==> src/rtl/freq_meter_bcd.sv <==
// freq_meter_bcd: gated frequency meter with BCD output.
// Counts synchronised rising edges of sig_in over a fixed window of GATE_CYCLES
// clocks, saturates at 10**DIGITS-1, then converts the count to packed BCD
// with a one-bit-per-cycle double-dabble before publishing it on bcd_out.
module freq_meter_bcd #(
  parameter int GATE_CYCLES = 50_000_000,
  parameter int CNT_W       = 20,
  parameter int DIGITS      = 6
) (
  input  logic                  clk,
  input  logic                  rst_n,
  input  logic                  sig_in,
  input  logic                  en,
  output logic [4*DIGITS-1:0]   bcd_out,
  output logic                  valid,
  output logic                  overflow,
  output logic                  busy
);

  localparam int BCD_W  = 4 * DIGITS;
  localparam int GATE_W = (GATE_CYCLES > 1) ? $clog2(GATE_CYCLES) : 1;
  localparam int BIT_W  = $clog2(CNT_W + 1);

  // Gate-counter value of the final cycle of the window.
  localparam logic [GATE_W-1:0] GATE_LAST = GATE_W'(GATE_CYCLES - 1);
  // Largest count that still fits in DIGITS decimal digits.
  localparam logic [CNT_W-1:0]  MAX_CNT   = CNT_W'(10 ** DIGITS - 1);
  // Bit counter value of the final double-dabble step.
  localparam logic [BIT_W-1:0]  LAST_BIT  = BIT_W'(CNT_W - 1);

  typedef enum logic [1:0] {
    IDLE    = 2'd0,
    GATE    = 2'd1,
    CONVERT = 2'd2,
    DONE    = 2'd3
  } state_t;

  state_t               state_r;
  state_t               state_nxt_s;

  // Input synchroniser and edge detector.
  logic                 sync1_r;
  logic                 sync2_r;
  logic                 sync3_r;
  logic                 rise_s;

  // Gate window and edge counting.
  logic [GATE_W-1:0]    gate_cnt_r;
  logic [CNT_W-1:0]     edge_cnt_r;
  logic [CNT_W-1:0]     edge_cnt_nxt_s;
  logic                 ovf_flag_r;
  logic                 ovf_nxt_s;

  // Sequencing strobes decoded from the current state.
  logic                 gate_clr_s;
  logic                 gate_run_s;
  logic                 conv_load_s;
  logic                 conv_step_s;
  logic                 conv_last_s;

  // Shift-add converter.
  logic [CNT_W-1:0]     conv_bin_r;
  logic [BCD_W-1:0]     conv_bcd_r;
  logic [BCD_W-1:0]     conv_step_val_s;
  logic [BIT_W-1:0]     bit_cnt_r;

  // One double-dabble step: add 3 to every nibble that is 5 or more, then
  // shift the whole BCD vector left and bring in the next binary bit.  The
  // top bit shifted out is always zero because the count never exceeds
  // MAX_CNT.
  function automatic logic [BCD_W-1:0] dabble_step(
    input logic [BCD_W-1:0] bcd,
    input logic             bit_in
  );
    logic [BCD_W-1:0] adj;
    adj = bcd;
    for (int d = 0; d < DIGITS; d++) begin
      if (bcd[4*d +: 4] >= 4'd5) begin
        adj[4*d +: 4] = bcd[4*d +: 4] + 4'd3;
      end else begin
        adj[4*d +: 4] = bcd[4*d +: 4];
      end
    end
    return {adj[BCD_W-2:0], bit_in};
  endfunction

  // sig_in is asynchronous: two flops for metastability, a third for edge detect.
  always_ff @(posedge clk or negedge rst_n) begin
    if (!rst_n) begin
      sync1_r <= 1'b0;
      sync2_r <= 1'b0;
      sync3_r <= 1'b0;
    end else begin
      sync1_r <= sig_in;
      sync2_r <= sync1_r;
      sync3_r <= sync2_r;
    end
  end

  assign rise_s = sync2_r & ~sync3_r;

  // FSM state register.
  always_ff @(posedge clk or negedge rst_n) begin
    if (!rst_n) begin
      state_r <= IDLE;
    end else begin
      state_r <= state_nxt_s;
    end
  end

  // FSM next-state logic; dropping en aborts any measurement in progress.
  always_comb begin
    state_nxt_s = state_r;
    case (state_r)
      IDLE: begin
        if (en) begin
          state_nxt_s = GATE;
        end else begin
          state_nxt_s = IDLE;
        end
      end
      GATE: begin
        if (!en) begin
          state_nxt_s = IDLE;
        end else if (gate_cnt_r == GATE_LAST) begin
          state_nxt_s = CONVERT;
        end else begin
          state_nxt_s = GATE;
        end
      end
      CONVERT: begin
        if (!en) begin
          state_nxt_s = IDLE;
        end else if (bit_cnt_r == LAST_BIT) begin
          state_nxt_s = DONE;
        end else begin
          state_nxt_s = CONVERT;
        end
      end
      DONE: begin
        if (en) begin
          state_nxt_s = GATE;
        end else begin
          state_nxt_s = IDLE;
        end
      end
      default: begin
        state_nxt_s = IDLE;
      end
    endcase
  end

  // FSM output decode: datapath strobes for the current state.
  always_comb begin
    gate_clr_s  = 1'b0;
    gate_run_s  = 1'b0;
    conv_load_s = 1'b0;
    conv_step_s = 1'b0;
    conv_last_s = 1'b0;
    case (state_r)
      IDLE: begin
        gate_clr_s = en;
      end
      GATE: begin
        gate_run_s  = 1'b1;
        conv_load_s = en && (gate_cnt_r == GATE_LAST);
      end
      CONVERT: begin
        conv_step_s = en;
        conv_last_s = en && (bit_cnt_r == LAST_BIT);
      end
      DONE: begin
        gate_clr_s = en;
      end
      default: begin
        gate_clr_s = 1'b0;
      end
    endcase
  end

  // Next edge count: cleared at gate start, incremented on a rise, held at MAX_CNT.
  always_comb begin
    edge_cnt_nxt_s = edge_cnt_r;
    ovf_nxt_s      = ovf_flag_r;
    if (gate_clr_s) begin
      edge_cnt_nxt_s = {CNT_W{1'b0}};
      ovf_nxt_s      = 1'b0;
    end else if (gate_run_s && rise_s) begin
      if (edge_cnt_r >= MAX_CNT) begin
        edge_cnt_nxt_s = MAX_CNT;
        ovf_nxt_s      = 1'b1;
      end else begin
        edge_cnt_nxt_s = edge_cnt_r + {{(CNT_W-1){1'b0}}, 1'b1};
        ovf_nxt_s      = ovf_flag_r;
      end
    end else begin
      edge_cnt_nxt_s = edge_cnt_r;
      ovf_nxt_s      = ovf_flag_r;
    end
  end

  // Gate window counter and edge counter registers.
  always_ff @(posedge clk or negedge rst_n) begin
    if (!rst_n) begin
      gate_cnt_r <= {GATE_W{1'b0}};
      edge_cnt_r <= {CNT_W{1'b0}};
      ovf_flag_r <= 1'b0;
    end else begin
      if (gate_clr_s) begin
        gate_cnt_r <= {GATE_W{1'b0}};
      end else if (gate_run_s) begin
        gate_cnt_r <= gate_cnt_r + {{(GATE_W-1){1'b0}}, 1'b1};
      end else begin
        gate_cnt_r <= gate_cnt_r;
      end
      edge_cnt_r <= edge_cnt_nxt_s;
      ovf_flag_r <= ovf_nxt_s;
    end
  end

  assign conv_step_val_s = dabble_step(conv_bcd_r, conv_bin_r[CNT_W-1]);

  // Double-dabble converter; loads from the next-count so a rise in the last gate cycle is included.
  always_ff @(posedge clk or negedge rst_n) begin
    if (!rst_n) begin
      conv_bin_r <= {CNT_W{1'b0}};
      conv_bcd_r <= {BCD_W{1'b0}};
      bit_cnt_r  <= {BIT_W{1'b0}};
    end else begin
      if (conv_load_s) begin
        conv_bin_r <= edge_cnt_nxt_s;
        conv_bcd_r <= {BCD_W{1'b0}};
        bit_cnt_r  <= {BIT_W{1'b0}};
      end else if (conv_step_s) begin
        conv_bin_r <= {conv_bin_r[CNT_W-2:0], 1'b0};
        conv_bcd_r <= conv_step_val_s;
        bit_cnt_r  <= bit_cnt_r + {{(BIT_W-1){1'b0}}, 1'b1};
      end else begin
        conv_bin_r <= conv_bin_r;
        conv_bcd_r <= conv_bcd_r;
        bit_cnt_r  <= bit_cnt_r;
      end
    end
  end

  // Result registers: updated only on entry to DONE so they coincide with the valid pulse.
  always_ff @(posedge clk or negedge rst_n) begin
    if (!rst_n) begin
      bcd_out  <= {BCD_W{1'b0}};
      overflow <= 1'b0;
    end else begin
      if (conv_last_s) begin
        bcd_out  <= conv_step_val_s;
        overflow <= ovf_flag_r;
      end else begin
        bcd_out  <= bcd_out;
        overflow <= overflow;
      end
    end
  end

  // Status outputs registered from the next state so they track state_r exactly.
  always_ff @(posedge clk or negedge rst_n) begin
    if (!rst_n) begin
      busy  <= 1'b0;
      valid <= 1'b0;
    end else begin
      busy  <= (state_nxt_s == GATE) || (state_nxt_s == CONVERT);
      valid <= (state_nxt_s == DONE);
    end
  end

endmodule

==> config.mk <==
export PLATFORM = sky130hd
export DESIGN_NAME = freq_meter_bcd
export DESIGN_NICKNAME = d
export VERILOG_FILES = /design/src/rtl/freq_meter_bcd.sv
export SDC_FILE = /design/constraint.sdc
export NUM_CORES = 1
export LEC_CHECK = 0
export CAP_MARGIN = 20
export CORE_MARGIN = 4
export CORE_UTILIZATION = 35
export DETAILED_ROUTE_END_ITERATION = 7
export GPL_TIMING_DRIVEN = 0
export MAX_ROUTING_LAYER = met4
export SKIP_LAST_GASP = 1
export SLEW_MARGIN = 20
export SYNTH_ARGS = -nofsm -noshare
export SYNTH_HDL_FRONTEND = slang
export SYNTH_SLANG_ARGS = --single-unit
export TNS_END_PERCENT = 1
==> constraint.sdc <==
create_clock -name clk -period 3 [get_ports clk]
set_clock_uncertainty 0.1 [all_clocks]
set_input_delay 0.6 -clock clk [delete_from_list [all_inputs] [get_ports clk]]
set_output_delay 0.6 -clock clk [all_outputs]
set_load 0.05 [all_outputs]
==> summary.txt, run 1 <==
Critical path
  – Reg2reg start: state_r[0]$_DFF_PN0_
  – FF-to-FF End: busy$_DFF_PN0_
  – CP max stage delay: between 0.4 and 0.5 ns
  – CP max FO: 10
  – Worst EP arrival: 2.93 ns
  – Most frequent cell on the critical path: clkbuf_1
  – Reg2Reg Depth: 9
  – Startpoint Class: input pin
  – Critical path's slowest cell: clkbuf_1
  – R2R Setup Slk: 0.28 ns
  – CP Data Required Time: 3.20 ns
  – Buf/Inv on CP: 4
  – Critical Path Sink Type: register
  – Crit path max-delay family: buffers and inverters
  – Crit path cell chain: clkdlybuf4s50_1, and2_1, clkbuf_1, nand4_1, clkbuf_2, clkbuf_1, o22ai_1, ha_1
  – Classification of the worst setup path: input pin to register

STA
  – Maximum clock rate: around 0.37 GHz
  – Slew Viols, Final: 0
  – Final Setup Violations: 0
  – Setup TNS Final: 0 ns
  – Tightest Pin Transition: between 0.7 and 0.8 ns
  – Unrepaired setup endpoints after global routing: false
  – Final worst-path cycle share: 91.0%
  – Final min period: roughly 2.7 ns
  – PnR worst setup slack: 0.270 ns
  – Slew headroom: 52.0%
  – Hold Fails Final Rpt: 0

Worst hold path
  – Hold path start: sync1_r$_DFF_PN0_
  – Hold Crit Depth: 0
  – Hold Path Sink: sync2_r$_DFF_PN0_
  – Type of the worst min-delay path: register to register

Floorplanning
  – Die Area: around 21000 um^2
  – Initial Util: 35.9%
  – Die W: about 140 um
  – Total core area: 18100 um^2
  – FP Rows: 49
  – Die Y: 144 um
  – Top Ports: 31

GRT
  – Vias in the first global route: 4732
  – GRT overflow: 0
  – Total GRT Usage: 15.4%
  – Initial antenna violation count: 0
  – Pin count of the biggest net entering global routing: 94
  – First-pass GRT wire length: 24600 um

Detailed routing
  – Post-Route WL: approximately 15000 um
  – Routed len/inst: 15.2 um
  – Iteration-0 DRC count of the detailed router: 306
  – Via count: 4837
  – Antenna Nets Post-Route: 0
  – Vias per inst: between 5 and 6
  – Total iterations of the first detailed-routing run: 5
  – DRC viols: 0

Synth
  – Post-synth net total: 687
  – Yosys reg bits: between 100 and 150
  – Post-synth EDFFs: 0
  – Syn_area_per_cell: between 9 and 10 um^2
  – Async set or reset register ratio after synthesis: 100%
  – Yosys warning count: 0
  – Cells after synthesis: roughly 670
  – Cell variety after synth: 61
  – Mapped Area: 6490 um^2
  – Register area share after synthesis: 49.3%
  – Top_reg_cell synth: dfrtp_1

Clock tree
  – CTS H-Tree Depth: 4
  – TritonCTS clock tree: built
  – Setup bufs post-CTS: 0
  – CTS clk-pin slew, worst paths: 0.05 ns
  – Clock Tree Buf Depth: 2
  – CTS Sinks: 128
  – Worst skew pair latency: 0.42 ns
  – Root Buffer: clkbuf_16
  – Num CTS Buffers: 17

Cells and area
  – Share of cells above drive strength 1: about 11%
  – Post-layout nets: about 740
  – Number of diodes: 0
  – Post-layout util: 42.6%
  – Area grow syn2layout: 18.8%
  – Cell area after layout: 7710 um^2

Pwr
  – Internal power: 3.12 mW
  – Clock power frac: 52.3%
  – Switching portion of total power: 21.2%
  – Psw: ~0.84 mW
  – Maximum vdd drop: 0.393 mV
  – Comb pwr share: roughly 3.2%
  – Cell Pwr Density: around 500 nW/um^2
  – Flop pwr share: 44.5%
  – Pleak: 3.40 nW

Run
  – Max_cap viols: 0

Outcome
  – Status: finished, final reports clean

Placed design
  – Port Buffers: 30
  – Place WS: -0.442 ns
  – Post-DP Area: 7110 um^2
  – Post-DP HPWL: about 10000 um
  – Routability cong.: 0.852
worst max-delay path by stage:
stage / from / endpoint / slack (ns) / cells after the start
CTS: en / busy$_DFF_PN0_ / 0.22 / 8
global route: state_r[0]$_DFF_PN0_ / busy$_DFF_PN0_ / 0.006 / 9
detailed placement: en / busy$_DFF_PN0_ / -0.44 / 8
global placement: rst_n / edge_cnt_r[12]$_DFF_PN0_ / -4.03 / 1
finish: en / busy$_DFF_PN0_ / 0.27 / 8
floorplan: en / busy$_DFF_PN0_ / 0.68 / 7
area by class of cell:
class | count | area (um^2)
inverters | 19 | 71.3
well taps | 229 | 287
flip-flops and latches | 128 | 3200
plain buffers | 28 | 169
multi-input cells | 490 | 3050
clock inverters | 5 | 77.6
clock buffers | 24 | 512
repair buffers | 32 | 343
fillers | 1748 | 10400
synth_stat cells (3+ instances only):
library cell,instances,share of area (%)
dfrtp_1,128,49
nand2_1,96,5.6
nor2_1,80,4.6
a21oi_1,41,3.2
o21ai_0,28,2.2
xor2_1,24,3.2
xnor2_1,20,2.7
inv_1,19,1.1
ha_1,18,3.5
clkbuf_1,17,0.98
mux2i_1,17,2.6
nand4_1,15,1.4
nand3_1,14,1.1
mux2_2,13,2.3
o21ai_1,13,1.0
nor3_1,12,0.93
and2_1,8,0.77
a211oi_1,7,0.81
nand3b_1,7,0.81
and3_2,6,0.69
nand2b_1,6,0.58
nor4_1,6,0.58
o22ai_1,6,0.58
buf_6,5,0.87
nor3b_1,5,0.58
a41oi_1,3,0.40
buf_2,3,0.23
o21a_1,3,0.35
kinds of logic after synthesis:
group                      synth area share, %
and+or+nand+nor                           22.7
buffers and inverters                     3.68
adders and majority gates                 3.47
xor gates and xnor gates                  5.94
AOI/OAI and AO/OA                         10.0
muxes                                     4.88
DFF                                       49.3
worst register-to-register path: cells and delay by family (launching register included):
family | cells | cell delay (ns)
buffers and inverters | 4 | 1.05
adders and majority gates | 2 | 0.55
DFF | 1 | 0.34
and+or+nand+nor | 2 | 0.33
AOI/OAI and AO/OA | 1 | 0.23
sequential cells by signal, summed over array words and instances (netlist names):
name        cells
sync2_r         1
overflow        1
sync1_r         1
edge_cnt_r     20
ovf_flag_r      1
valid           1
bcd_out        24
gate_cnt_r     26
bit_cnt_r       5
conv_bcd_r     24
conv_bin_r     20
state_r         2
sync3_r         1
busy            1
cells in the final DEF, fill, tap and decap left out, drive strengths merged, types with 6 or more instances in the layout:
cell           synthesis  final
buf                   10     12
xnor2                 20     20
o21ai                 42     42
clkdlybuf4s50          0     29
nand4                 17     17
ha                    18     18
o22ai                  6      6
a21oi                 41     41
nor3                  14     14
nand2b                 6      6
xor2                  24     24
nand2                 97     97
clkbuf                18     42
nand3                 15     15
and2                   9      9
a211oi                 7      7
mux2                  13     13
and3                   8      8
mux2i                 17     17
nor2                  80     80
dfrtp                128    128
nor4                  10     10
nand3b                 7      7
inv                   19     19
power groups by stage:
stage | sequential (mW) | combinational (mW) | clock, mW
floorplan | 1.79 | 0.0588 | 0
global placement | 1.79 | 0.124 | 0
detailed placement | 1.79 | 0.131 | 0
CTS | 1.76 | 0.133 | 2.11
global route | 1.76 | 0.147 | 2.19
finish | 1.76 | 0.127 | 2.07
layer usage:
metal	share of wire (%)	wire [um]	track usage (%)	up-vias
met4	1.6	229	5.11	0
met3	3.4	497	3.27	16
met5	0	0	-	-
met1	48	6940	19.9	2339
li1	-	-	-	2407
met2	47	6850	24.1	75
per-stage QoR:
stage	total power [mW]	hold slack (ns)	instances
detailed placement	1.92	0.236	925
global route	4.10	0.252	955
CTS	4.00	0.248	955
floorplan	1.85	0.204	665
global placement	1.92	0.235	924
finish	3.96	0.245	955
repair_timing:
action                     4_1_cts  5_1_grt
resized for setup                1        0
hold buffers                     1        0
hold endpoints to repair        35        0
setup endpoints to repair        1        0
(Power assumes the default switching activity.)
==> inputs of run 2 (changes only) <==
--- a/config.mk
+++ b/config.mk
@@ -5,7 +5,6 @@
 export SDC_FILE = /design/constraint.sdc
 export NUM_CORES = 1
 export LEC_CHECK = 0
-export CAP_MARGIN = 20
 export CORE_MARGIN = 4
 export CORE_UTILIZATION = 35
 export DETAILED_ROUTE_END_ITERATION = 7
==> constraint.sdc (replaced) <==
create_clock -name clk -period 3.43 [get_ports clk]
set_clock_uncertainty 0.1 [all_clocks]
set_input_delay 0.686 -clock clk [delete_from_list [all_inputs] [get_ports clk]]
set_output_delay 0.686 -clock clk [all_outputs]
set_load 0.05 [all_outputs]
==> summary.txt, run 2 (synthesis gave the netlist of run 1 again) <==
Floorplanning
  – Die W: 144 um (unchanged)
  – Die Area: 20800 um^2 (unchanged)
  – Initial Util: 35.9% (unchanged)
  – FP Rows: 49 (unchanged)
  – Top Ports: 31 (unchanged)
  – Die Y: 144 um (unchanged)
  – Total core area: 18100 um^2 (unchanged)

Pwr
  – Cell Pwr Density: 450 nW/um^2 (was 514 nW/um^2)
  – Pleak: 3.40 nW (about the same)
  – Total power: 3.47 mW (was 3.96 mW)
  – Maximum vdd drop: 0.343 mV (was 0.393 mV)

Critical path
  – Classification of the worst setup path: input pin to register (unchanged)
  – CP Capture Point: busy$_DFF_PN0_ (unchanged)
  – FF-to-FF End: busy$_DFF_PN0_ (unchanged)
  – Critical path's slowest cell: clkbuf_1 (unchanged)
  – Worst EP arrival: 3.28 ns (was 2.93 ns)
  – Most frequent cell on the critical path: clkbuf_1 (unchanged)
  – Crit path max-delay family: buffers and inverters (unchanged)
  – Crit path cell chain: clkdlybuf4s50_1, and2_1, clkbuf_1, nand4_1, clkbuf_1, clkbuf_1, o22ai_1, ha_1 (was clkdlybuf4s50_1, and2_1, clkbuf_1, nand4_1, clkbuf_2, clkbuf_1, o22ai_1, ha_1)
  – CP max FO: 10 (unchanged)
  – Buf/Inv on CP: 4 (unchanged)
  – CP max stage delay: 0.53 ns (was 0.49 ns)
  – CP Data Required Time: 3.63 ns (was 3.20 ns)
  – R2R Setup Slk: 0.46 ns (was 0.28 ns)
  – Reg2Reg Depth: 9 (unchanged)
  – Startpoint Class: input pin (unchanged)
  – CP Launch Point: en (unchanged)
  – CP Depth: 8 (unchanged)
  – Critical Path Sink Type: register (unchanged)
  – Reg2reg start: state_r[0]$_DFF_PN0_ (unchanged)

Cells and area
  – Area grow syn2layout: 18.6% (was 18.8%)
  – Biggest regs: gate_cnt_r x26, bcd_out x24, conv_bcd_r x24 (unchanged)
  – Most flop-heavy register: gate_cnt_r (unchanged)
  – Post-layout nets: 737 (was 738)
  – Commonest non-fill, non-tap cells in the layout: dfrtp_1, nand2_1, nor2_1 (unchanged)
  – Max reg flops: 26 (unchanged)
  – Share of cells above drive strength 1: 11.0% (was 11.2%)
  – Number of diodes: 0 (unchanged)
  – Cell area after layout: 7700 um^2 (was 7710 um^2)
  – Commonest non-fill, non-tap cell in the layout: dfrtp_1 (unchanged)

STA
  – Slew Viols, Final: 0 (unchanged)
  – Hold Fails Final Rpt: 0 (unchanged)
  – Slew headroom: 51.9% (was 52.0%)
  – Final min period: 3.07 ns
  – Final Setup Violations: 0 (unchanged)
  – Unrepaired setup endpoints after global routing: false (unchanged)
  – Maximum clock rate: 0.325 GHz
  – Final worst-path cycle share: 89.6%
  – PnR worst setup slack: 0.358 ns (was 0.270 ns)
  – Tightest Pin Transition: 0.715 ns (about the same)

Clock tree
  – Num CTS Buffers: 17 (unchanged)
  – Clock Tree Buf Depth: 2 (unchanged)
  – Post-CTS Resized: 0 (was 1)
  – CTS H-Tree Depth: 4 (unchanged)
  – Root Buffer: clkbuf_16 (unchanged)
  – CTS Sinks: 128 (unchanged)
  – Hold-fix buffers, CTS: 0 (was 1)
  – TritonCTS clock tree: built (unchanged)
  – Worst skew pair latency: 0.42 ns (about the same)
  – CTS clk-pin slew, worst paths: 0.06 ns (was 0.05 ns)
  – Setup bufs post-CTS: 0 (unchanged)

Worst hold path
  – Type of the worst min-delay path: input pin to async pin (was register to register)

Placed design
  – Port Buffers: 30 (unchanged)
  – Post-DP HPWL: 9960 um (unchanged)
  – Routability cong.: 0.852 (unchanged)
  – Post-DP Area: 7110 um^2 (unchanged)
  – Place WS: -0.0981 ns (was -0.442 ns)

Detailed routing
  – Total iterations of the first detailed-routing run: 4 (was 5)
  – DRC viols: 0 (unchanged)
  – Iteration-0 DRC count of the detailed router: 318 (was 306)
  – Via count: 4870 (was 4837)
  – Routed len/inst: 15.2 um (about the same)
  – Post-Route WL: 14500 um (about the same)
  – Antenna Nets Post-Route: 0 (unchanged)
  – Vias per inst: 5.10 (was 5.06)

GRT
  – First-pass GRT wire length: 24600 um (about the same)
  – Pin count of the biggest net entering global routing: 94 (unchanged)
  – Total GRT Usage: 15.4% (about the same)
  – Initial antenna violation count: 0 (unchanged)
  – Vias in the first global route: 4720 (was 4732)
  – GRT overflow: 0 (unchanged)

Outcome
  – Status: finished, final reports clean (unchanged)

Run
  – Max_cap viols: 0 (unchanged)
## run 2: per-layer routing
metal	part of all wire, %	GRT usage [%]	vias to the layer above
li1	-	-	2404
met2	48	24.1	92
met5	0	-	-
met4	1.5	5.11	0
met3	3.5	3.27	15
met1	47	19.9	2359
## run 2: worst min path at each step
stage / start / to / slack, ns / cells past startpoint
4_1_cts: rst_n / conv_bcd_r[23]$_DFFE_PN0P_ / 0.03 / 1
6_report: rst_n / conv_bcd_r[23]$_DFFE_PN0P_ / 0.03 / 1
2_1_floorplan: sync1_r$_DFF_PN0_ / sync2_r$_DFF_PN0_ / 0.23 / 0
3_5_place_dp: sync1_r$_DFF_PN0_ / sync2_r$_DFF_PN0_ / 0.24 / 0
3_3_place_gp: sync1_r$_DFF_PN0_ / sync2_r$_DFF_PN0_ / 0.23 / 0
5_1_grt: rst_n / conv_bcd_r[23]$_DFFE_PN0P_ / 0.04 / 1
## run 2: final cells by class
type | count | area [um^2]
fill | 1750 | 10400
tap | 229 | 287
inverter | 19 | 71.3
multi-input combinational | 490 | 3050
clock inverter | 5 | 77.6
clock buffer | 24 | 512
timing repair buffer | 31 | 333
sequential | 128 | 3200
buffer | 28 | 168
## run 2: per-stage QoR
stage	util (%)	TNS, ns	hold slack [ns]	cells
final	42.6	0	0.0309	954
after global routing	42.6	0	0.0449	954
after CTS	42.6	0	0.0329	954
after detailed placement	39.3	-0.0981	0.236	925
after global placement	39.1	-470.95	0.235	924
after floorplan	-	0	0.231	665
## run 2: power by group
| part | total (mW) | switching, mW | internal, mW |
|---|---|---|---|
| Clock | 1.81 | 0.643 | 1.17 |
| Combinational | 0.110 | 0.0771 | 0.0331 |
| Sequential | 1.54 | 0.0157 | 1.53 |
==> inputs of run 3 (changes only) <==
--- a/config.mk
+++ b/config.mk
@@ -7,6 +7,7 @@
 export LEC_CHECK = 0
 export CORE_MARGIN = 4
 export CORE_UTILIZATION = 35
+export CTS_CLUSTER_SIZE = 28
 export DETAILED_ROUTE_END_ITERATION = 7
 export GPL_TIMING_DRIVEN = 0
 export MAX_ROUTING_LAYER = met4
==> results of run 3 <==
No change in the layout: final DEF, timing and power equal those of run 2.
